`src/rtl/camera_pkg.sv`:
```
// Shared types and default framing characters for the camera frame parser.
package camera_pkg;

  typedef enum logic [1:0] {
    IDLE,
    SIGN,
    DIGITS
  } state_e;

  localparam logic [7:0] DEF_START_CHAR = 8'h3C;  // '<'
  localparam logic [7:0] DEF_END_CHAR   = 8'h3E;  // '>'
  localparam logic [7:0] DEF_SEP_CHAR   = 8'h2C;  // ','
  localparam logic [7:0] CHAR_MINUS     = 8'h2D;  // '-'

  function automatic logic is_digit(input logic [7:0] b);
    return (b >= 8'h30) && (b <= 8'h39);
  endfunction

endpackage

```
`src/rtl/ascii_dec_acc.sv`:
```
// Signed decimal field accumulator: sign, magnitude with sticky overflow,
// and clamping of the result to the signed WIDTH-bit range.
module ascii_dec_acc #(
  parameter int WIDTH = 32
) (
  input  logic             clk,
  input  logic             reset,
  input  logic             clear,
  input  logic             set_neg,
  input  logic             digit_valid,
  input  logic [3:0]       digit,
  output logic [WIDTH-1:0] value,
  output logic             sat,
  output logic             has_digit
);

  localparam int MW = WIDTH + 4;
  localparam int EW = WIDTH + 8;

  localparam logic [MW-1:0] POS_LIM = {{(MW - WIDTH + 1){1'b0}}, {(WIDTH - 1){1'b1}}};
  localparam logic [MW-1:0] NEG_LIM = {{(MW - WIDTH){1'b0}}, 1'b1, {(WIDTH - 1){1'b0}}};

  logic          neg_q, neg_d;
  logic [MW-1:0] mag_q, mag_d;
  logic          ovf_q, ovf_d;
  logic          has_digit_q, has_digit_d;
  logic [EW-1:0] next_mag;

  always_comb begin
    // NOTE: every combinational output gets a default first so no path can
    // fall through and infer a latch.
    neg_d       = neg_q;
    mag_d       = mag_q;
    ovf_d       = ovf_q;
    has_digit_d = has_digit_q;
    // mag*10 + digit, computed 4 bits wider so the carry-out is visible.
    next_mag    = ({4'b0000, mag_q} << 3) + ({4'b0000, mag_q} << 1) + EW'(digit);
    if (clear) begin
      neg_d       = 1'b0;
      mag_d       = '0;
      ovf_d       = 1'b0;
      has_digit_d = 1'b0;
    end else begin
      if (set_neg) neg_d = 1'b1;
      if (digit_valid) begin
        mag_d       = next_mag[MW-1:0];
        has_digit_d = 1'b1;
        if (next_mag[EW-1:MW] != '0) ovf_d = 1'b1;
      end
    end
  end

  always_ff @(posedge clk or posedge reset) begin
    // NOTE: sequential state uses non-blocking assignments only, so every
    // flop samples the pre-edge values of its neighbours.
    if (reset) begin
      neg_q       <= 1'b0;
      mag_q       <= '0;
      ovf_q       <= 1'b0;
      has_digit_q <= 1'b0;
    end else begin
      neg_q       <= neg_d;
      mag_q       <= mag_d;
      ovf_q       <= ovf_d;
      has_digit_q <= has_digit_d;
    end
  end

  always_comb begin
    sat = ovf_q || (neg_q ? (mag_q > NEG_LIM) : (mag_q > POS_LIM));
    if (sat) value = neg_q ? {1'b1, {(WIDTH - 1){1'b0}}} : {1'b0, {(WIDTH - 1){1'b1}}};
    else     value = neg_q ? -mag_q[WIDTH-1:0] : mag_q[WIDTH-1:0];
  end

  assign has_digit = has_digit_q;

endmodule

```
`src/rtl/camera_frame_parser.sv`:
```
// Parses "<v0,v1,...>" ASCII frames from a UART byte stream into a bank of
// signed fields, committing all fields atomically on a well-formed frame.
module camera_frame_parser
  import camera_pkg::*;
#(
  parameter int         NUM_FIELDS = 6,
  parameter int         WIDTH      = 32,
  parameter logic [7:0] START_CHAR = DEF_START_CHAR,
  parameter logic [7:0] END_CHAR   = DEF_END_CHAR,
  parameter logic [7:0] SEP_CHAR   = DEF_SEP_CHAR
) (
  input  logic                        clk,
  input  logic                        reset,
  input  logic [7:0]                  rx_data,
  input  logic                        rx_valid,
  output logic [NUM_FIELDS*WIDTH-1:0] fields,
  output logic                        frame_done,
  output logic                        frame_error,
  output logic                        sat_flag,
  output logic                        busy
);

  localparam int IDX_W = (NUM_FIELDS > 1) ? $clog2(NUM_FIELDS) : 1;
  localparam logic [IDX_W-1:0] LAST_IDX = IDX_W'(NUM_FIELDS - 1);

  state_e                               state_q, state_d;
  logic [IDX_W-1:0]                     idx_q, idx_d;
  logic [NUM_FIELDS-1:0][WIDTH-1:0]     shadow_q, shadow_d;
  logic [NUM_FIELDS-1:0]                shadow_sat_q, shadow_sat_d;
  logic [NUM_FIELDS-1:0][WIDTH-1:0]     fields_q, fields_d;
  logic                                 frame_done_q, frame_done_d;
  logic                                 frame_error_q, frame_error_d;
  logic                                 sat_flag_q, sat_flag_d;

  logic             acc_clear, acc_set_neg, acc_digit_valid;
  logic [WIDTH-1:0] acc_value;
  logic             acc_sat, acc_has_digit;
  logic             abort;

  ascii_dec_acc #(.WIDTH(WIDTH)) u_acc (
    .clk        (clk),
    .reset      (reset),
    .clear      (acc_clear),
    .set_neg    (acc_set_neg),
    .digit_valid(acc_digit_valid),
    .digit      (rx_data[3:0]),
    .value      (acc_value),
    .sat        (acc_sat),
    .has_digit  (acc_has_digit)
  );

  always_comb begin
    state_d         = state_q;
    idx_d           = idx_q;
    shadow_d        = shadow_q;
    shadow_sat_d    = shadow_sat_q;
    fields_d        = fields_q;
    sat_flag_d      = sat_flag_q;
    frame_done_d    = 1'b0;
    frame_error_d   = 1'b0;
    acc_clear       = 1'b0;
    acc_set_neg     = 1'b0;
    acc_digit_valid = 1'b0;
    abort           = 1'b0;

    if (rx_valid) begin
      // A start byte always (re)opens a frame, silently dropping any open one.
      if (rx_data == START_CHAR) begin
        state_d   = SIGN;
        idx_d     = '0;
        acc_clear = 1'b1;
      end else begin
        case (state_q)
          IDLE: ;
          SIGN: begin
            if (rx_data == CHAR_MINUS) begin
              acc_set_neg = 1'b1;
              state_d     = DIGITS;
            end else if (is_digit(rx_data)) begin
              acc_digit_valid = 1'b1;
              state_d         = DIGITS;
            end else begin
              abort = 1'b1;
            end
          end
          DIGITS: begin
            if (is_digit(rx_data)) begin
              acc_digit_valid = 1'b1;
            end else if ((rx_data == SEP_CHAR || rx_data == END_CHAR) && acc_has_digit) begin
              shadow_d[idx_q]     = acc_value;
              shadow_sat_d[idx_q] = acc_sat;
              acc_clear           = 1'b1;
              if (rx_data == SEP_CHAR && idx_q != LAST_IDX) begin
                idx_d   = idx_q + 1'b1;
                state_d = SIGN;
              end else if (rx_data == END_CHAR && idx_q == LAST_IDX) begin
                fields_d     = shadow_d;
                sat_flag_d   = |shadow_sat_d;
                frame_done_d = 1'b1;
                state_d      = IDLE;
              end else begin
                abort = 1'b1;
              end
            end else begin
              abort = 1'b1;
            end
          end
          default: abort = 1'b1;
        endcase
      end
      if (abort) begin
        frame_error_d = 1'b1;
        state_d       = IDLE;
        acc_clear     = 1'b1;
      end
    end
  end

  always_ff @(posedge clk or posedge reset) begin
    if (reset) begin
      state_q       <= IDLE;
      idx_q         <= '0;
      // NOTE: the shadow bank is a small flop array, not RAM, so it is reset
      // like any other register.
      shadow_q      <= '0;
      shadow_sat_q  <= '0;
      fields_q      <= '0;
      frame_done_q  <= 1'b0;
      frame_error_q <= 1'b0;
      sat_flag_q    <= 1'b0;
    end else begin
      state_q       <= state_d;
      idx_q         <= idx_d;
      shadow_q      <= shadow_d;
      shadow_sat_q  <= shadow_sat_d;
      fields_q      <= fields_d;
      frame_done_q  <= frame_done_d;
      frame_error_q <= frame_error_d;
      sat_flag_q    <= sat_flag_d;
    end
  end

  assign fields      = fields_q;
  assign frame_done  = frame_done_q;
  assign frame_error = frame_error_q;
  assign sat_flag    = sat_flag_q;
  assign busy        = (state_q != IDLE);

endmodule

```
`config.mk`:
```
export PLATFORM = sky130hd
export DESIGN_NAME = camera_frame_parser
export DESIGN_NICKNAME = d
export VERILOG_FILES = /design/src/rtl/camera_pkg.sv /design/src/rtl/ascii_dec_acc.sv /design/src/rtl/camera_frame_parser.sv
export SDC_FILE = /design/constraint.sdc
export NUM_CORES = 1
export LEC_CHECK = 0
export BUFFER_PORTS_ARGS = -buffer_cell sky130_fd_sc_hd__buf_4
export CELL_PAD_IN_SITES_DETAIL_PLACEMENT = 1
export CELL_PAD_IN_SITES_GLOBAL_PLACEMENT = 2
export CORE_MARGIN = 3
export CORE_UTILIZATION = 37
export DETAILED_ROUTE_END_ITERATION = 8
export GPL_ROUTABILITY_DRIVEN = 0
export GPL_TIMING_DRIVEN = 0
export PLACE_DENSITY_LB_ADDON = 0.1
export SYNTH_ARGS = -nofsm -noshare
export SYNTH_HDL_FRONTEND = slang
export SYNTH_SLANG_ARGS = --single-unit
```
`constraint.sdc`:
```
create_clock -name clk -period 21.2 [get_ports clk]
set_input_delay 4.24 -clock clk [delete_from_list [all_inputs] [get_ports clk]]
set_output_delay 4.24 -clock clk [all_outputs]
set_load 0.01 [all_outputs]
```
* Yosys cells after proc, flatten, opt, wreduce, memory -nomap -nowiden
Index checks and enable logic that the tools add are counted.
** Word-level totals
- Bits in registers :: 437
- Bits of input ports :: 11
- Output and inout bits :: 196
- Logic and storage cells :: 137
** Operators by class
- Add/sub/neg operators :: 4
- $lt $le $gt $ge :: 6
- Equality and inequality tests :: 13
- Muxes and demuxes :: 66
- Bitwise logic cells :: 3
- Reductions and logical operators :: 23
** Operators with widths (count)
- 192-bit bitwise mux :: 1
- 32-bit two-way mux :: 4
- 32-bit demux with 3-bit select :: 1
- 36-bit two-way mux :: 2
- 39-bit by 37-bit adder with 40-bit output :: 1
- 40-bit by 4-bit adder with 40-bit output :: 1
- 1-bit two-way mux :: 40
- 36-bit by 31-bit > comparator with 1-bit output (second input constant) :: 1
- 36-bit by 32-bit > comparator with 1-bit output (second input constant) :: 1
- 8-bit by 6-bit equality test with 1-bit output (second input constant) :: 4
- 32-bit negator :: 1
- 2-bit two-way mux :: 8
- 3-bit two-way mux :: 5
- 2-bit nonzero test :: 7
- 5-bit != test (second input constant) :: 2
- 5-bit AND reduction :: 2
- 8-bit by 6-bit >= comparator with 1-bit output (second input constant) :: 1
- 8-bit by 6-bit <= comparator with 1-bit output (second input constant) :: 1
- 4-bit != test (second input constant) :: 2
- 4-bit nonzero test :: 2
- 7-bit AND reduction :: 1
- 6-bit bitwise mux :: 1
- 6-bit AND reduction :: 1
- 6-bit OR reduction :: 1
- 17 further kinds :: 24

* Logic depth before layout (Yosys ltp)
Gate-level depths: netlist of run 1.
- Depth after elaboration :: 13
- Depth in mapped cells :: 13
- Mapped depth without buffers :: 13

* By module
Synthesis of run 1 repeated with hierarchy kept, for this count alone.
** Unflattened totals
- Cells, all modules :: 2085
- Area, all modules :: 22288.9 sq um
** Modules (own cells, without submodules)
- camera_frame_parser :: times used 1, cells each 1387, area each 16962.5 sq um, seq. area each 9959.6 sq um
- ascii_dec_acc :: times used 1, cells each 698, area each 5326.4 sq um, seq. area each 975.9 sq um

* Least setup slack after synthesis of run 1
OpenSTA, ideal clock, no wires.
- Kind :: input to register
- Start point :: input rx_data[3]
- End point :: register u_acc.ovf_q
- Setup time :: 0.126 ns
- Data arrival time :: 6.766 ns
- Data required time :: 21.074 ns
- Slack :: 14.308 ns
- Cell stages on the path :: 12
- Buffers on the path :: 0
- Cells stage by stage :: fa_1 -> inv_1 -> fa_1 -> nand2b_1 -> a21oi_1 -> o31a_1 -> o211ai_1 -> a31oi_1 -> nor2_1 -> o21ai_0 -> xor2_1 -> a221o_1
** Between the ends
- Word-level cells in the longest chain between the ends :: 13
- Elaborated cells on any way between the ends :: 37
- Classes of those cells :: 1 x add/sub; 2 x order compare; 4 x eq/ne; 21 x mux; 9 x reduce/logical
** Ends and longest elaborated chain
- start: declaration :: line camera_frame_parser.sv:14 : input logic [7:0] rx_data,
- parallel branches: the longest is 13 deep, another holds 8-bit by 6-bit >= comparator with 1-bit output
- end signal: assignment :: line ascii_dec_acc.sv:64 : ovf_q <= ovf_d;
- end: declaration :: line ascii_dec_acc.sv:25 : logic ovf_q, ovf_d;
Several ways; the timed one is not identified. The select of a mux whose other input is x is not followed.
A chain may end at the register's enable or synchronous reset.

* Worst setup path in the final report of run 1
- Start point :: input rx_data[7]
- End point :: register fields_q (netlist bit fields[89])
** Between the ends
- Word-level cells in the longest chain between the ends :: 4
- Elaborated cells on any way between the ends :: 14
- Classes of those cells :: 2 x order compare; 3 x eq/ne; 3 x bitwise; 6 x reduce/logical
** Ends and longest elaborated chain
- 8-bit by 6-bit >= comparator with 1-bit output, or another cell as far along :: line camera_pkg.sv:16 : return (b >= 8'h30) && (b <= 8'h39);
- 1-bit logical AND, or another cell as far along :: line camera_pkg.sv:16
- 1-bit NOT (no line) or 1-bit logical AND (tied branches)
- 7-bit AND reduction (no line) *
- end signal: assignment :: line camera_frame_parser.sv:136 : fields_q <= fields_d;
- end: declaration :: line camera_frame_parser.sv:30 : logic [NUM_FIELDS-1:0][WIDTH-1:0] fields_q, fields_d;
Mark *: on every way between the ends. The rest lies on a longest branch, timed or not.

==> impl_results.md, run 1 <==
* Status: complete, but fails checks
* Violated checks: max-slew violations
* Setup Skew at 0.0274 ns
* TritonCTS buffer count at 49
* Clock Path Buffers at 3
* Final setup viols at 0
* Sequential-to-total area share from yosys stat at 0.536
* Top cell type's share of synthesized area at 0.536
* Period utilization at 0.367
* First-pass GRT wire length at 116000 µm
* R2R Setup Slk at 16.82 ns
* Post-synth top flop: dfrtp_1
* Post-Syn Nets at 2333
* Wl on met1 at 33700 µm
* Worst Setup Start Kind: input port
* Synth top cells by count: nand2_1, dfrtp_1, o21ai_0
* Highest routed layer: met5
* # fillers at 6226
* Worst-margin pin slew at 1.54 ns
* Synth Warn # at 0
* Initial drt markers at 1141
* FF-to-FF End: fields[164]
* Fin. max-slew vios at 8
* # rows at 85
* Most common cell in the netlist: nand2_1
* Htree depth at 2
* Post-synth cell types at 71
* Largest net degree at the start of global routing at 124
* RR Startpoint: u_acc.mag_q[0]
* CTS root buf: clkbuf_16
* Lkg Pwr at 12.5 nW
* Drt pass-1 iters at 6
* Synthesized instance count at 2242
* Share of cells above drive strength 1 at 0.144
* Crit path DAT at 8.31 ns
* Hold Startpoint: fields[40]
* Crit Path Class: input port to flop
* Area growth syn-to-layout at 22.4%
* Hpwl dp at 55300 µm
* CTS tree: built
* Initial antenna violation count at 5
* Worst min path class: flop to flop
* Clk sink count at 437
* Crit path max fanout at 11
* Vias in the first global route at 18800
* Met2 wire length at 36300 µm
* Average wire per standard cell at 23.6 µm
* Post-cts repair resize count at 0
* Die height at 241 µm
* Worst R2R Path Depth at 10
* Worst endpoint required time at 21.72 ns
* Biggest area consumer among synthesized cells: dfrtp_1
* Syn Area/Cell at 9.10 µm²
* Initial Util at 0.376
* Worst VDD drop at 0.0000626 V
* Hold path cells at 2
* Vias/cell at 5.48
* Die width at 241 µm
* Port Buffer Count at 206
* Fmax at 128 MHz
* Footprint of the multi-input gates at 8930 µm²
* Wire length on met3 at 3590 µm
* Async SR Flop Fraction at 1.00
* Total Die Area at 58000 µm²
* Clock Latency Late Sink at 0.60 ns
* Grt ovf at 0
* # DRC at 0
* Max-Cap Viols at 0
* Area contributors post-synth: dfrtp_1, nand2_1, o21ai_0
* CTS Hold Bufs at 0
* Worst setup EP type: flop
* Nets@finish at 2608
* GRT Total Usage at 0.266
* Yosys reg bits at 437
* DRT Wirelength at 77000 µm
* Core region area at 54200 µm²
* Min Hold Slack at 0.467 ns
* Hold Vio Cnt, Final at 0
* Post-synth design cell area at 20400 µm²
* Overall power at 1.82 mW
* Post-CTS setup buffer count at 0
* Hold endpoint: fields[40]
* PD cells at 73.0 nW/µm²
* I/O pin count at 207
* Seq. cell area at 10900 µm²
* Final min period at 7.79 ns
* CTS clk-pin slew, worst paths at 0.06 ns
* Slew Limit Headroom at -0.0276
* Post-synth EDFFs at 0
* Final ANT Viol Nets at 0
* Routed via count at 17800
* RSZ-0062 raised after global routing: no
==> power breakdown <==
part	switching (mW)	internal [mW]	total, mW
Combinational	0.0471	0.0162	0.0633
Clock	0.367	0.555	0.922
Sequential	0.00190	0.836	0.838
==> how the worst max path moves through the flow <==
stage,endpoint,startpoint,cells after the start
3_5_place_dp,fields[89],rx_data[7],12
4_1_cts,fields[89],rx_data[7],12
6_report,fields[89],rx_data[7],12
3_3_place_gp,fields[137],reset,2
2_1_floorplan,fields[0],reset,1
5_1_grt,fields[77],rx_data[7],12
==> per-layer routing <==
metal	up-vias	global-route usage
li1	8275	-
met1	9043	0.354
met2	399	0.435
met3	126	0.0414
met4	2	0.111
met5	-	0
==> critical path, cell delays in order <==
cell,delay [ns]
buf_4,0.11
nor3b_1,0.63
nand2_1,0.23
nor2_1,0.23
and4_1,0.20
clkbuf_1,0.42
nand3_1,0.35
clkinv_1,0.26
clkbuf_1,0.52
clkbuf_1,0.64
o21ai_0,0.32
nand2_1,0.14
==> state kept, by name, indices dropped and copies added, names as in the netlist <==
| name | flops |
|---|---|
| state_q | 2 |
| u_acc.ovf_q | 1 |
| sat_flag | 1 |
| shadow_sat_q | 6 |
| frame_error | 1 |
| idx_q | 3 |
| u_acc.has_digit | 1 |
| u_acc.mag_q | 36 |
| fields | 192 |
| frame_done | 1 |
| u_acc.neg_q | 1 |
| shadow_q | 192 |
==> logic make-up after synthesis <==
| kind of cell | count (synthesis) | synth area share |
|---|---|---|
| simple gates | 903 | 0.194 |
| flops | 437 | 0.536 |
| compound gates | 627 | 0.176 |
| buf+inv | 164 | 0.0313 |
| fa+ha+maj | 80 | 0.0498 |
| mux | 1 | 0.000491 |
| xor+xnor | 30 | 0.0129 |
==> per-stage QoR <==
stage          setup slack (ns)  utilization  area, µm²  instances  setup TNS, ns
2_1_floorplan              4.79            -      20400       2242              0
3_3_place_gp             -0.398        0.421      22800       3144        -131.15
3_5_place_dp              12.79        0.428      23200       3160              0
4_1_cts                   13.35        0.460      25000       3251              0
5_1_grt                   13.23        0.460      25000       3253              0
6_report                  13.41        0.461      25000       3255              0
==> cell type report <==
| class | instances | area share |
|---|---|---|
| Antenna cell | 2 | 0.000200 |
| Buffer | 141 | 0.0221 |
| Clock buffer | 71 | 0.0588 |
| Clock inverter | 20 | 0.0112 |
| Inverter | 23 | 0.00376 |
| Multi-Input combinational cell | 1641 | 0.357 |
| Sequential cell | 437 | 0.438 |
| Tap cell | 696 | 0.0349 |
| Timing Repair Buffer | 224 | 0.0739 |
==> layout by cell type, fill, tap and decap left out, types with 23 or more instances in the layout <==
| cell type | count |
|---|---|
| a21oi_1 | 126 |
| clkbuf_1 | 134 |
| clkbuf_16 | 50 |
| o21ai_1 | 23 |
| nand2_1 | 564 |
| o21a_1 | 24 |
| nand3_1 | 125 |
| buf_4 | 209 |
| ha_1 | 78 |
| dfrtp_1 | 437 |
| a21o_1 | 34 |
| nor3_1 | 26 |
| and3_1 | 26 |
| nor2_1 | 83 |
| o21ai_0 | 326 |
(Power assumes the default switching activity.)
==> run 2: changes to the inputs <==
- ABC_AREA: not set -> 1
- CORE_UTILIZATION: 37 -> 36
- clock period: 21.2 -> 7.6 ns (I/O delays scaled with it)
==> run 2 against run 1 <==
Critical endpoint is now u_acc.mag_q[34]. Utilization shrank 2.2 points. Clock power grew to 2.9 times the previous value. Wire length grew 19%. Clock skew shrank 0.0019 ns. Global-route usage shrank 0.69 points. Largest cell class is now multi-input gates. Worst setup slack lost 9.8 ns. First-iteration DRC count grew 35%. Critical path type unchanged. The run now ends clean. Cell count grew 29%. Synthesized area grew 16%. Critical path depth grew 1. Clock-buffer cell count shrank 1.
==> impl_results.md, run 2 <==
* RSZ-0062 raised after global routing: no
* Worst Setup Start Kind: input port
* CTS root buf: clkbuf_16
* Share of cells above drive strength 1 at 0.150 (+0.00587)
* CTS Hold Bufs at 0 (unchanged)
* # rows at 93 (+9.4%)
* Area growth syn-to-layout at 19.7%
* Post-synth top flop: dfrtp_1
* Yosys reg bits at 437 (unchanged)
* Synth top cells by count: nand2_1, nand3_1, dfrtp_1
* Vias/cell at 5.32 (-3.0%)
* Syn Area/Cell at 7.79 µm² (-14%)
* Final setup viols at 0 (unchanged)
* Period utilization at 0.529
* Clk sink count at 437 (unchanged)
* Final min period at 4.02 ns
* Final ANT Viol Nets at 0 (unchanged)
* Post-cts repair resize count at 0 (unchanged)
* Status: completed
* Routed via count at 22400 (+26%)
* Fin. max-slew vios at 0 (-8)
* Crit Path Class: input port to flop
* GR met1 Demand/Resource at 0.355 (+0.000824)
* Nets@finish at 3409 (+31%)
* Most frequent cells in the layout: nand2_1, nand3_1, dfrtp_1
* Busiest grt layer: met2
* Drt pass-1 iters at 5 (-1)
* Total Die Area at 69100 µm² (+19%)
* Vias in the first global route at 23500 (+25%)
* Worst min path class: flop to flop
* # fillers at 7931 (+27%)
* Initial Util at 0.366 (-0.0102)
* Initial drt markers at 1540 (+35%)
* Hpwl dp at 68600 µm (+24%)
* Final Cell Area at 28400 µm² (+14%)
* Synth Warn # at 0 (unchanged)
* Initial antenna violation count at 1 (-4)
* Core region area at 64900 µm² (+20%)
* Largest net degree at the start of global routing at 42 (-66%)
* PD cells at 186 nW/µm² (+150%)
* Lkg Pwr at 15.0 nW (+20%)
* CTS tree: built
* DRT Wirelength at 91300 µm (+19%)
* Placement Setup Slack at 2.98 ns (-9.81 ns)
* # DRC at 0 (unchanged)
* CTS clk-pin slew, worst paths at 0.06 ns (about the same)
* Clock Path Buffers at 3 (unchanged)
* Average wire per standard cell at 21.7 µm (-8.4%)
* Die height at 263 µm (+9.2%)
* Top cell type's share of synthesized area at 0.460 (-0.0757)
* Die width at 263 µm (+9.2%)
* Port Buffer Count at 206 (unchanged)
* Post-synth cell types at 45 (-37%)
* Worst VDD drop at 0.000151 V (+140%)
* Clock Latency Late Sink at 0.61 ns (about the same)
* Post-Syn Nets at 3139 (+35%)
* Post-synth design cell area at 23800 µm² (+16%)
* Crit path DAT at 4.54 ns (-3.77 ns)
* Htree depth at 2 (unchanged)
* First-pass GRT wire length at 140000 µm (+21%)
* Area contributors post-synth: dfrtp_1, nand2_1, nand3_1
* Synthesized instance count at 3048 (+36%)
* Worst setup EP type: flop
* Final setup margin at 3.58 ns (-9.83 ns)
* Worst-margin pin slew at 1.26 ns (-0.277 ns)
* Grt ovf at 0 (unchanged)
* Commonest non-fill, non-tap cell in the layout: nand2_1
* Biggest area consumer among synthesized cells: dfrtp_1
* Max-Cap Viols at 0 (unchanged)
* Slew Limit Headroom at 0.151 (+0.179)
* Post-synth EDFFs at 0 (unchanged)
* Area after DPL at 26600 µm² (+15%)
* Sequential-to-total area share from yosys stat at 0.460 (-0.0757)
* Setup Skew at 0.0255 ns (-0.00194 ns)
* Final core utilization at 0.438 (-0.0225)
* Global-route track usage on met2 at 0.430 (-0.00484)
* Met3 Track Usage GR at 0.0361 (-0.00523)
* Async SR Flop Fraction at 1.00 (unchanged)
* I/O pin count at 207 (unchanged)
* Worst endpoint required time at 8.12 ns (-13.60 ns)
* Most common cell in the netlist: nand2_1
* Hold Vio Cnt, Final at 0 (unchanged)
* Fmax at 249 MHz
* Crit path max fanout at 5 (-6)
* GRT Total Usage at 0.259 (-0.00694)
* Post-CTS setup buffer count at 0 (unchanged)
* TritonCTS buffer count at 50 (+2.0%)
==> run 2: changes by cell type in the layout (fill, tap and decap cells not counted), moves of 50 or more <==
cell      previous run  this run
clkbuf_1           134        84
o21ai_0            326        67
inv_1               21       254
or2_2                2        57
nand2_1            564       876
o21ai_1             23       137
a21oi_1            126        52
nand3_1            125       635
==> run 2: cell type report <==
cell class / count / area (µm²) / share of cell area
clock inverter: 20 / 358 / 0.0126
inverter: 265 / 1000 / 0.0351
sequential: 437 / 10900 / 0.384
clock buffer: 70 / 1470 / 0.0516
buffer: 156 / 848 / 0.0298
timing repair buffer: 218 / 1790 / 0.0628
antenna: 1 / 2.50 / 0.0000880
tap: 855 / 1070 / 0.0376
multi-input combinational: 2190 / 11000 / 0.386
==> run 2: cells by family after synthesis <==
family,Yosys count,share of synthesized area
xor gates and xnor gates,48,0.0177
DFF,437,0.460
adders and majority gates,80,0.0428
AOI/OAI and AO/OA,295,0.0667
and+or+nand+nor,1767,0.335
buffers and inverters,421,0.0776
==> run 2: worst max-delay path, cell delays in order <==
cell,delay [ns]
buf_4,0.13
fa_1,0.57
inv_1,0.07
fa_1,0.40
inv_1,0.15
nand3_1,0.09
nand3_1,0.23
a21oi_1,0.17
o21ai_0,0.69
nand3_1,0.20
nand3_1,0.12
nand2_1,0.05
o21ai_0,0.15
==> run 2: layer usage <==
metal  wire length (µm)  up-vias
met5                  0        -
met4               2530        0
met3               3780      130
met2              42900      424
met1              42000    11300
li1                   -    10500
==> run 2: path summary, 6_finish.rpt <==
path,from,end,slack (ns),cells after the start
worst max-delay path,rx_data[3],u_acc.mag_q[34],3.58,13
min in group asynchronous,reset,shadow_q[6],0.97,2
worst max register to register,u_acc.mag_q[0],u_acc.mag_q[34],4.14,12
max in group asynchronous,reset,fields[189],5.24,6
worst min register to register,shadow_q[156],shadow_q[156],0.48,2
worst min-delay path,shadow_q[156],shadow_q[156],0.48,2
==> run 2: per-stage QoR <==
step	std cells	hold WS, ns	TNS, ns	power (mW)
finish	4212	0.475	0	5.29
global route	4211	0.500	0	5.47
CTS	4211	0.475	0	5.35
detailed placement	4121	0.458	0	2.63
global placement	4109	0.454	-1217.17	2.61
floorplan	3048	0.442	0	2.53
==> run 2: report_power, final <==
group	switching, mW	internal, mW	total, mW
clock	1.05	1.65	2.70
combinational	0.180	0.0663	0.246
sequential	0.00762	2.33	2.34
total	1.24	4.05	5.29
